`src/rtl/demod_seq_pkg.sv`:
```
// Shared types and defaults for the demodulator acquisition-window sequencer.
package demod_seq_pkg;

    localparam int CNT_W_DEF        = 16;
    localparam int DRAIN_CYCLES_DEF = 4;

    typedef enum logic [1:0] {
        IDLE    = 2'd0,
        SETTLE  = 2'd1,
        ACQUIRE = 2'd2,
        DRAIN   = 2'd3
    } state_t;

endpackage

```
`src/rtl/demod_seq_counter.sv`:
```
// Loadable down-counter that saturates at zero; shared by the settle and window counts.
module demod_seq_counter #(
    parameter int W = 16
) (
    input  logic         clk,
    input  logic         reset,
    input  logic         load,
    input  logic [W-1:0] load_val,
    input  logic         dec,
    output logic [W-1:0] count
);

    always_ff @(posedge clk) begin
        if (reset) begin
            count <= '0;
        end else if (load) begin
            count <= load_val;
        end else if (dec && count != '0) begin
            count <= count - W'(1);
        end
    end

endmodule

```
`src/rtl/demod_window_sequencer.sv`:
```
// Sequences filter settle, acquisition window and pipeline drain for the demodulator.
// Optional macro DEMOD_SEQ_CONTINUOUS_EN adds the continuous re-acquire input.
//
// state   | meaning
// IDLE    | waiting for start, datapath disabled
// SETTLE  | counting settle_len strobes while the filter settles
// ACQUIRE | emitting window samples, one per strobe
// DRAIN   | waiting DRAIN_CYCLES for post-processing to flush
module demod_window_sequencer
    import demod_seq_pkg::*;
#(
    parameter int CNT_W        = CNT_W_DEF,
    parameter int DRAIN_CYCLES = DRAIN_CYCLES_DEF
) (
    input  logic             clk,
    input  logic             reset,
    input  logic             start,
    input  logic             abort,
    input  logic [CNT_W-1:0] settle_len,
    input  logic [CNT_W-1:0] window_len,
    input  logic             sample_strobe,
`ifdef DEMOD_SEQ_CONTINUOUS_EN
    input  logic             continuous,
`endif
    output logic             dp_enable,
    output logic             dp_flush,
    output logic             acq_valid,
    output logic             acq_last,
    output logic [CNT_W-1:0] sample_idx,
    output logic             busy,
    output logic             done,
    output logic             aborted
);

    localparam int DW = $clog2(DRAIN_CYCLES + 1);
    localparam logic [CNT_W-1:0] ONE = CNT_W'(1);

    state_t           state_q, state_d;
    logic [CNT_W-1:0] win_q;
    logic [CNT_W-1:0] cnt_q, cnt_val;
    logic             cnt_load, cnt_dec;
    logic [DW-1:0]    drain_q;
    logic             drain_load, win_load;
    logic             flush_d, valid_d, last_d, aborted_d;
    logic [CNT_W-1:0] idx_d;

    // One counter serves both phases: loaded with settle_len, then reloaded with the window.
    demod_seq_counter #(.W(CNT_W)) u_cnt (
        .clk      (clk),
        .reset    (reset),
        .load     (cnt_load),
        .load_val (cnt_val),
        .dec      (cnt_dec),
        .count    (cnt_q)
    );

    always_comb begin
        state_d    = state_q;
        cnt_load   = 1'b0;
        cnt_dec    = 1'b0;
        cnt_val    = win_q;
        win_load   = 1'b0;
        drain_load = 1'b0;
        flush_d    = 1'b0;
        valid_d    = 1'b0;
        last_d     = 1'b0;
        aborted_d  = 1'b0;
        idx_d      = sample_idx;
        done       = 1'b0;
        case (state_q)
            IDLE: begin
                if (start && window_len != '0 && !abort) begin
                    win_load = 1'b1;
                    flush_d  = 1'b1;
                    cnt_load = 1'b1;
                    idx_d    = '0;
                    if (settle_len != '0) begin
                        cnt_val = settle_len;
                        state_d = SETTLE;
                    end else begin
                        cnt_val = window_len;
                        state_d = ACQUIRE;
                    end
                end
            end
            SETTLE: begin
                if (sample_strobe) begin
                    if (cnt_q == ONE) begin
                        cnt_load = 1'b1;
                        state_d  = ACQUIRE;
                    end else begin
                        cnt_dec = 1'b1;
                    end
                end
            end
            ACQUIRE: begin
                if (sample_strobe) begin
                    valid_d = 1'b1;
                    idx_d   = win_q - cnt_q;
                    cnt_dec = 1'b1;
                    if (cnt_q == ONE) begin
                        last_d     = 1'b1;
                        drain_load = 1'b1;
                        state_d    = DRAIN;
                    end
                end
            end
            DRAIN: begin
                if (drain_q == '0) begin
                    done = 1'b1;
`ifdef DEMOD_SEQ_CONTINUOUS_EN
                    if (continuous) begin
                        cnt_load = 1'b1;
                        state_d  = ACQUIRE;
                    end else begin
                        state_d = IDLE;
                    end
`else
                    state_d = IDLE;
`endif
                end
            end
            default: state_d = IDLE;
        endcase
        // Abort overrides everything, including a done in the final drain cycle.
        if (abort && state_q != IDLE) begin
            state_d    = IDLE;
            aborted_d  = 1'b1;
            done       = 1'b0;
            valid_d    = 1'b0;
            last_d     = 1'b0;
            cnt_load   = 1'b0;
            cnt_dec    = 1'b0;
            drain_load = 1'b0;
            idx_d      = sample_idx;
        end
    end

    always_ff @(posedge clk) begin
        if (reset) begin
            state_q    <= IDLE;
            win_q      <= '0;
            drain_q    <= '0;
            dp_flush   <= 1'b0;
            acq_valid  <= 1'b0;
            acq_last   <= 1'b0;
            sample_idx <= '0;
            aborted    <= 1'b0;
        end else begin
            state_q    <= state_d;
            dp_flush   <= flush_d;
            acq_valid  <= valid_d;
            acq_last   <= last_d;
            sample_idx <= idx_d;
            aborted    <= aborted_d;
            if (win_load) begin
                win_q <= window_len;
            end
            if (drain_load) begin
                drain_q <= DW'(DRAIN_CYCLES - 1);
            end else if (state_q == DRAIN && drain_q != '0) begin
                drain_q <= drain_q - DW'(1);
            end
        end
    end

    assign dp_enable = (state_q != IDLE);
    assign busy      = dp_enable;

endmodule

```
`config.mk`:
```
export PLATFORM = sky130hd
export DESIGN_NAME = demod_window_sequencer
export DESIGN_NICKNAME = d
export VERILOG_FILES = /design/src/rtl/demod_seq_pkg.sv /design/src/rtl/demod_seq_counter.sv /design/src/rtl/demod_window_sequencer.sv
export SDC_FILE = /design/constraint.sdc
export NUM_CORES = 1
export LEC_CHECK = 0
export BUFFER_PORTS_ARGS = -buffer_cell sky130_fd_sc_hd__buf_4
export CORE_MARGIN = 5
export CORE_UTILIZATION = 40
export DETAILED_ROUTE_END_ITERATION = 7
export GPL_TIMING_DRIVEN = 1
export PLACE_DENSITY = 0.61
export SYNTH_ARGS = -nofsm -noshare
export SYNTH_HDL_FRONTEND = slang
export SYNTH_SLANG_ARGS = --single-unit
```
`constraint.sdc`:
```
create_clock -name clk -period 8.5 [get_ports clk]
set_clock_uncertainty 0.15 [all_clocks]
set_input_delay 1.275 -clock clk [delete_from_list [all_inputs] [get_ports clk]]
set_output_delay 1.275 -clock clk [all_outputs]
set_load 0.02 [all_outputs]
```
==> results of run 1 <==
[logic make-up after synthesis]
| group | share of synthesized area |
|---|---|
| xor+xnor | 0.0324 |
| fa+ha+maj | 0.0814 |
| simple gates | 0.250 |
| buf+inv | 0.0542 |
| mux | 0.0327 |
| flops | 0.302 |
| compound gates | 0.248 |
[state kept, by name, indices dropped and copies added (netlist names)]
signal and cells:
drain_q 3, aborted 1, acq_valid 1, win_q 16, u_cnt.count 16, state_q 2, dp_flush 1, acq_last 1
sample_idx 16
[where the power goes]
group / switching [uW] / leakage, uW / internal, uW
Combinational: 483 / 0.00128 / 334
Sequential: 46.8 / 0.000463 / 312
Clock: 110 / 0.000102 / 149
[metal layers]
metal  share of wire  wire length (um)  global-route usage
met4           0.017               187              0.0630
met5               0                 0                   0
met2            0.43              4840               0.300
met1            0.48              5340               0.288
met3           0.071               791              0.0324
[area by class of cell]
class	instances	area share
Multi-Input combinational cell	374	0.541
Sequential cell	57	0.253
Timing Repair Buffer	62	0.103
Tap cell	129	0.0357
Clock buffer	12	0.0344
Inverter	29	0.0241
Clock inverter	3	0.00887
[critical path, stage by stage]
cell	delay [ps]
buf_4	120
nor4_1	320
a41oi_1	340
and2_1	280
buf_4	230
nor3_1	730
o31a_1	260
o221a_1	160
[layout by cell type (no fill, tap or decap), types with 4 or more instances in the layout]
master and n:
a21oi_1 53, nand2_1 61, nor4_1 9, a32o_1 5, dfxtp_1 57, mux2i_1 9, inv_1 29, xnor2_1 8
a211oi_1 13, nor2_1 35, nand2b_1 9, nand3_1 12, nand4_1 5, o31ai_1 4, or4_1 5, nor3_1 12
a21o_1 5, buf_4 62, clkbuf_8 11, xor2_1 6, or3_1 5, a31oi_1 4, o21ai_0 18, and3_1 5
ha_1 23, nor2b_1 6
[path summary, 6_finish.rpt]
kind / startpoint / endpoint / slack (ps) / cells after the start
max: window_len[2] / u_cnt.count[11] / 4930 / 8
max reg2reg: u_cnt.count[1] / u_cnt.count[9] / 5210 / 8
min: sample_idx[15] / sample_idx[15] / 310 / 2
min reg2reg: sample_idx[15] / sample_idx[15] / 310 / 2
[stage by stage]
step,total power (uW),hold WS (ps)
after floorplan,976,299
after global placement,1160,291
after detailed placement,1170,301
after CTS,1430,312
after global routing,1550,338
final,1430,309
==> impl_metrics.tcl, run 1 <==
set metrics [dict create \
    outcome "complete, no violations" \
    h-tree-depth 3 \
    cts.sinks 57 \
    worst_slack_ps 4930 \
    fill_cells 931 \
    cap_viol_max_count 0 \
    syn_area_um2 3780 \
    cts-root-buf "clkbuf_8" \
    yosysMostFrequentCell "nand2_1" \
    postSynthNetCount 542 \
    layout.nets 594 \
    via_count 3766 \
    post_cts_resize_count 0 \
    min_path_type "register to register" \
    grt_antenna_before_repair 0 \
    dp_cells 651 \
    drt_iter0_drc 368 \
    drc 0 \
    track_usage 0.199 \
    clkLatencyLatePin_ps 340 \
    fin_util 0.489 \
    cts_hold_buf 0 \
    die_w_um 107 \
    ir_drop_mv 0.118 \
    worst_pin_slew_ps 907 \
    clk_pin_slew_ps 70 \
    critPathCaptureType "register" \
    drive_above_1_share 0.177 \
    grt_start_max_net_pins 49 \
    maxSlewHeadroom 0.395 \
    setup.worst_path.start_class "input port" \
    dp_hpwl_mm 8.61 \
    cts_tree "done" \
    yosys-top-cells-area "dfxtp_1 30%, ha_1 7.6%, a21oi_1 7.0%" \
    gp_congestion 0.895 \
    finalMaxSlewViolations 0 \
    power_density_nw_per_um2 318 \
    via_per_inst 5.65 \
    pin_count 60 \
    stdcell_count 666 \
    drt_pass1_iterations 5 \
    coreArea_um2 9240 \
    critical_path.max_fanout 28 \
    synth_ff_type "dfxtp_1" \
    clock_path_buffers 2 \
    die_h_um 107 \
    start_util 0.409 \
    hold_violations 0 \
    grt_pass1_vias 3613 \
    fmax_mhz 280 \
    synthTopCellsByCount "61 x nand2_1, 57 x dfxtp_1, 53 x a21oi_1" \
    io_buffer_count 59 \
    synth-edff-count 0 \
    wirelength_mm 11.2 \
    netlist_instances 481 \
    n_antenna_cell 0 \
    power_leakage_uw 0.00185 \
    rsz0062_at_grt "false" \
    pre_cts_ws_ps 4620 \
    avgSynthCellArea_um2 7.87 \
    cts_made_buffers 9 \
    postPlaceCellArea_um2 4320 \
    final.setup.tns_ps 0 \
    yosys_warnings 0 \
    fin_crit_sh 0.420 \
    synth_top_area_cell "dfxtp_1" \
    ys_seq_area_frac 0.302 \
    overflow 0 \
    min_period_ps 3570 \
    post-cts-setup-buffers 0 \
    grt_pass1_wl_mm 18.2 \
    wire_per_inst_um 16.8 \
    synth.distinct_cells 68 \
    seq_area_um2 1140 \
    ant_nets 0 \
    worstPathArrival_ps 3710 \
    cp_data_required_time_ps 8640 \
    std_cell_rows 35 \
    async_flop_share 0 \
    synth_seq_cells 57 \
    crit_type "input port to register" \
    multi_input_comb_area_um2 2440 \
    final_cell_area_um2 4520 \
    setup_viol 0 \
    die-area_um2 11500 \
    syn_to_final_growth_pct 19.3 \
    synth_top_area_share 0.302 \
]
Note: power is estimated with default switching activity, not from simulation.
==> run 2: changes to the inputs <==
--- a/config.mk
+++ b/config.mk
@@ -5,12 +5,13 @@
 export SDC_FILE = /design/constraint.sdc
 export NUM_CORES = 1
 export LEC_CHECK = 0
+export ABC_AREA = 1
 export BUFFER_PORTS_ARGS = -buffer_cell sky130_fd_sc_hd__buf_4
 export CORE_MARGIN = 5
 export CORE_UTILIZATION = 40
 export DETAILED_ROUTE_END_ITERATION = 7
 export GPL_TIMING_DRIVEN = 1
-export PLACE_DENSITY = 0.61
+export PLACE_DENSITY = 0.62
 export SYNTH_ARGS = -nofsm -noshare
 export SYNTH_HDL_FRONTEND = slang
 export SYNTH_SLANG_ARGS = --single-unit
==> constraint.sdc (replaced) <==
create_clock -name clk -period 3.1 [get_ports clk]
set_clock_uncertainty 0.15 [all_clocks]
set_input_delay 0.465 -clock clk [delete_from_list [all_inputs] [get_ports clk]]
set_output_delay 0.465 -clock clk [all_outputs]
set_load 0.02 [all_outputs]
==> run 2 against run 1 <==
Core utilization fell by 1.0 points. Clock power grew to 3.3 times the previous value. Non-clock buffer count increased by 5. Flip-flop and latch count did not move. Sequential share of layout area down 3.0 points. First-iteration DRC count fell by 27%. Largest cell class unchanged. Largest power group unchanged. Highest routed layer unchanged.
==> impl_metrics.tcl, run 2 <==
set metrics [dict create \
    coreArea_um2 10700 \
    clock_path_buffers 2 \
    r2r_cells 12 \
    fmax_mhz 415 \
    cts_hold_buf 0 \
    post-cts-setup-buffers 0 \
    clk_pin_slew_ps 80 \
    grt_antenna_before_repair 0 \
    cp_data_required_time_ps 3220 \
    n_antenna_cell 0 \
    drt_iter0_drc 269 \
    clkLatencyLatePin_ps 350 \
    via_count 4613 \
    layout_commonest_cell "nand2_1" \
    synthTopCellsByCount "190 x nand2_1, 104 x nand3_1, 93 x nor2_1" \
    worst_pin_slew_ps 845 \
    maxSlewHeadroom 0.436 \
    setup_viol 0 \
    ant_nets 0 \
    fin_crit_sh 0.778 \
    ir_drop_mv 0.284 \
    cp-startpoint "state_q[0]" \
    grt_pass1_vias 4476 \
    post_cts_resize_count 0 \
    power_density_nw_per_um2 662 \
    std_cell_rows 38 \
    worst_hold_startpoint "window_len[10]" \
    synth.distinct_cells 39 \
    min_path_type "input port to register" \
    reg_top3 "sample_idx (16), u_cnt.count (16), win_q (16)" \
    finalMaxSlewViolations 0 \
    hold_violations 0 \
    drt_pass1_iterations 6 \
    yosys_warnings 0 \
    min_period_ps 2410 \
    synth_seq_cells 57 \
    start_util 0.403 \
    track_usage 0.206 \
    critical_path.max_fanout 12 \
    overflow 0 \
    hold_path_depth 3 \
    synth_top_area_cell "dfxtp_1" \
    ys_seq_area_frac 0.264 \
    timing.rr.start "state_q[0]" \
    worstPathArrival_ps 2530 \
    rsz0062_at_grt "false" \
    via_per_inst 5.06 \
    seq_area_um2 1140 \
    cts_tree "done" \
    gp_congestion 0.925 \
    avgSynthCellArea_um2 6.09 \
    io_buffer_count 59 \
    syn_area_um2 4320 \
    wire_per_inst_um 14.4 \
    grt_start_max_net_pins 30 \
    synth-edff-count 0 \
    cts-root-buf "clkbuf_8" \
    critPathCaptureType "register" \
    async_flop_share 0 \
    whs_ps 172 \
    outcome "complete, no violations" \
    postSynthNetCount 770 \
    final_cell_mix "190 x nand2_1, 104 x nand3_1, 93 x nor2_1, 89 x inv_1, 67 x buf_4" \
    drive_above_1_share 0.139 \
    multi_input_comb_area_um2 2700 \
    crit_type "register to register" \
    grt_pass1_wl_mm 21.6 \
    cts.sinks 57 \
    yosys-top-cells-area "dfxtp_1 26%, nand2_1 17%, nand3_1 12%" \
    die-area_um2 13000 \
    power_leakage_uw 0.00256 \
    h-tree-depth 3 \
    cap_viol_max_count 0 \
    yosysMostFrequentCell "nand2_1" \
    drc 0 \
    final.setup.tns_ps 0 \
    setup.worst_path.start_class "register" \
    syn_to_final_growth_pct 18.6 \
    die_h_um 114 \
    cts_made_buffers 9 \
    pin_count 60 \
    die_w_um 114 \
    dp_hpwl_mm 10.5 \
    netlist_instances 709 \
    wirelength_mm 13.1 \
    synth_ff_type "dfxtp_1" \
    synth_top_area_share 0.264 \
    fill_cells 1167 \
    layout.nets 827 \
]
run 2: cell types whose count changed in the layout (fill, tap and decap cells not counted), moves of 8 or more:
| cell | before | now |
|---|---|---|
| mux2i_1 | 9 | 0 |
| nor2_1 | 35 | 93 |
| a21oi_1 | 53 | 35 |
| nand2_1 | 61 | 190 |
| a211oi_1 | 13 | 0 |
| nor2_2 | 1 | 9 |
| nor4_1 | 9 | 0 |
| o21ai_0 | 18 | 28 |
| nand3_1 | 12 | 104 |
| inv_1 | 29 | 89 |
| nand2b_1 | 9 | 0 |
run 2: worst max-delay path: stages (launching register included):
cell     delay (ps)
dfxtp_1         340
inv_1            90
ha_1            410
inv_2           140
nand2_4         100
nand2_2          70
nor2_4          120
inv_1            60
nor2_2          460
nand3_1         130
nand3_1         120
nor2_1           50
nor2_1           90
run 2: layout make-up:
type	count	share of cell area
clock buffer	12	0.0323
multi-input combinational	537	0.528
clock inverter	4	0.0144
tap	140	0.0342
inverter	94	0.0699
timing repair buffer	67	0.0982
sequential	57	0.223
run 2: cells by family (layout without fill, tap and decap cells):
family	Yosys count	after routing	share of synthesized area
simple gates	424	424	0.434
fa+ha+maj	24	24	0.0713
compound gates	76	76	0.0945
flops	57	57	0.264
xor+xnor	13	13	0.0264
buf+inv	115	177	0.109
run 2: path summary, 6_finish.rpt:
path	end	slack [ps]
max	u_cnt.count[8]	690
min	win_q[10]	170
max reg2reg	u_cnt.count[8]	690
min reg2reg	sample_idx[3]	300
run 2: power by group:
| part | internal [uW] | switching, uW |
|---|---|---|
| clock network | 519 | 323 |
| logic | 564 | 1070 |
| registers | 816 | 98.8 |
run 2: routing by layer:
layer | vias to the layer above | global-route usage | share of wire
met5 | - | 0 | 0
met4 | 0 | 0.0839 | 0.032
met3 | 33 | 0.0308 | 0.056
met2 | 150 | 0.335 | 0.45
met1 | 2062 | 0.272 | 0.46
li1 | 2368 | - | -
run 2: per-stage QoR:
step	worst slack [ps]	util	instance area (um2)	instances	total power, uW
floorplan	1080	-	4320	709	2140
global placement	493	0.456	4880	895	2530
detailed placement	531	0.456	4880	895	2540
CTS	698	0.479	5120	911	3390
global route	488	0.479	5120	911	3670
finish	688	0.479	5120	911	3390
==> run 3: changes to the inputs <==
--- a/config.mk
+++ b/config.mk
@@ -5,13 +5,13 @@
 export SDC_FILE = /design/constraint.sdc
 export NUM_CORES = 1
 export LEC_CHECK = 0
-export ABC_AREA = 1
+export ABC_AREA = 0
 export BUFFER_PORTS_ARGS = -buffer_cell sky130_fd_sc_hd__buf_4
 export CORE_MARGIN = 5
 export CORE_UTILIZATION = 40
 export DETAILED_ROUTE_END_ITERATION = 7
 export GPL_TIMING_DRIVEN = 1
-export PLACE_DENSITY = 0.62
+export PLACE_DENSITY = 0.63
 export SYNTH_ARGS = -nofsm -noshare
 export SYNTH_HDL_FRONTEND = slang
 export SYNTH_SLANG_ARGS = --single-unit
==> constraint.sdc (replaced) <==
create_clock -name clk -period 2.2 [get_ports clk]
set_clock_uncertainty 0.15 [all_clocks]
set_input_delay 0.33 -clock clk [delete_from_list [all_inputs] [get_ports clk]]
set_output_delay 0.33 -clock clk [all_outputs]
set_load 0.02 [all_outputs]
==> run 3 against run 2 <==
The run now ends with negative setup slack left. Worst setup slack lost 1200 ps. Non-clock buffer count up 135. First-iteration DRC count fell by 5.9%. Sequential power is 48% higher. Power increased by 130%. Cell count fell by 11%.
==> impl_metrics.tcl, run 3 (same netlist as run 1, synthesis figures left out) <==
set metrics [dict create \
    std_cell_rows 35 \
    die-area_um2 11500 \
    share_comb_of_total_power 0.697 \
    fin_crit_sh 1.23 \
    finalMaxSlewViolations 0 \
    cp_data_required_time_ps 2280 \
    dp_hpwl_mm 10.4 \
    worst-r2r-setup-slack_ps -500 \
    n_antenna_cell 0 \
    maxSlewHeadroom 0.607 \
    critical_path.max_fanout 7 \
    die_h_um 107 \
    start_util 0.409 \
    r2r_end "u_cnt.count[11]" \
    cts_tree "done" \
    grt_pass1_wl_mm 22.0 \
    cts-root-buf "clkbuf_8" \
    min_period_ps 2700 \
    timing.rr.start "u_cnt.count[13]" \
    clock_path_buffers 2 \
    worst_slack_ps -502 \
    layout.nets 734 \
    drc 0 \
    clkLatencyLatePin_ps 340 \
    syn_to_final_growth_pct 61.6 \
    drt_pass1_iterations 5 \
    hold_violations 0 \
    die_w_um 107 \
    pre_cts_ws_ps -632 \
    track_usage 0.245 \
    switching_share 0.416 \
    worst_pin_slew_ps 585 \
    wire_per_inst_um 17.6 \
    clkPwrFrac 0.134 \
    setup.worst_path.start_class "register" \
    layout_commonest_cell "buf_4" \
    grt_start_max_net_pins 29 \
    cts_made_buffers 9 \
    drt_iter0_drc 253 \
    worstPathArrival_ps 2780 \
    crit_type "register to register" \
    io_buffer_count 59 \
    p_switching_uw 3300 \
    power_leakage_uw 0.00265 \
    seqPwrFrac 0.170 \
    gp_congestion 0.946 \
    power_density_nw_per_um2 1300 \
    violations "negative setup slack" \
    final.setup.tns_ps -9300 \
    reg_top3 "sample_idx (16), u_cnt.count (16), win_q (16)" \
    overflow 0 \
    wirelength_mm 14.2 \
    final_cell_mix "185 x buf_4, 61 x nand2_1, 48 x dfxtp_1, 44 x a21oi_1, 31 x nor2_1" \
    rsz0062_at_grt "true" \
    cap_viol_max_count 0 \
    grt_antenna_before_repair 0 \
    ant_nets 0 \
    r2r_cells 5 \
    ir_drop_mv 0.737 \
    via_per_inst 5.48 \
    via_count 4420 \
    cp-startpoint "u_cnt.count[13]" \
    setup_viol 30 \
    coreArea_um2 9240 \
    min_path_type "input port to register" \
    grt_pass1_vias 4390 \
    pin_count 60 \
    clk_pin_slew_ps 70 \
    fmax_mhz 370 \
    cp-endpoint "u_cnt.count[11]" \
    p_int_uw 4630 \
    outcome "finished with violations" \
    h-tree-depth 3 \
    critPathCaptureType "register" \
    cts.sinks 57 \
    whs_ps 133 \
    drive_above_1_share 0.442 \
]
## run 3: area by class of cell
cell class	count	area, um2
clock inverters	2	35.0
well taps	129	161
inverters	29	111
fillers	774	3120
repair buffers	202	1620
flip-flops and latches	57	1150
clock buffers	14	173
multi-input cells	374	2870
## run 3: power by group through the flow
| stage | sequential (uW) | clock (uW) | combinational (uW) |
|---|---|---|---|
| after floorplan | 1400 | 0 | 2450 |
| after global placement | 1340 | 0 | 4350 |
| after detailed placement | 1350 | 0 | 4380 |
| after CTS | 1340 | 1080 | 4910 |
| after global routing | 1360 | 1130 | 5960 |
| final | 1350 | 1060 | 5530 |
## run 3: worst max-delay path, stage by stage (launching register included)
cell,delay [ps]
dfxtp_1,320
or4_4,550
or4_4,510
or3_4,400
a211o_4,400
o221a_1,270
## run 3: routing by layer
layer  routed length [um]  share of wire  track usage  vias up
met5                    0              0            0        -
met4                  508          0.036        0.105        0
met3                  529          0.037       0.0378       31
met2                 7010           0.49        0.425      133
met1                 6120           0.43        0.298     2104
li1                     -              -            -     2152
## run 3: worst min-delay path by stage
stage / from / endpoint / slack (ps) / cells after the start
after floorplan: reset / acq_valid / 270 / 1
after detailed placement: sample_idx[15] / sample_idx[15] / 300 / 2
after global routing: window_len[5] / win_q[5] / 150 / 3
after CTS: window_len[5] / win_q[5] / 110 / 3
after global placement: sample_idx[15] / sample_idx[15] / 290 / 2
final: window_len[5] / win_q[5] / 130 / 3
## run 3: metrics by stage
| stage | instances | cell area, um2 | utilization | power (uW) |
|---|---|---|---|---|
| after floorplan | 481 | 3820 | - | 3840 |
| after global placement | 776 | 5350 | 0.579 | 5690 |
| after detailed placement | 776 | 5350 | 0.579 | 5730 |
| after CTS | 798 | 5880 | 0.637 | 7330 |
| after global routing | 807 | 6120 | 0.662 | 8460 |
| final | 807 | 6120 | 0.662 | 7940 |
## run 3: repair_timing
item | in CTS | in global routing
buffers inserted | 8 | 10
gates resized for setup | 58 | 40
pin swaps | 30 | 19
cloned | 0 | 0
endpoints found under the setup margin | 33 | 38
hold buffers | 0 | 0
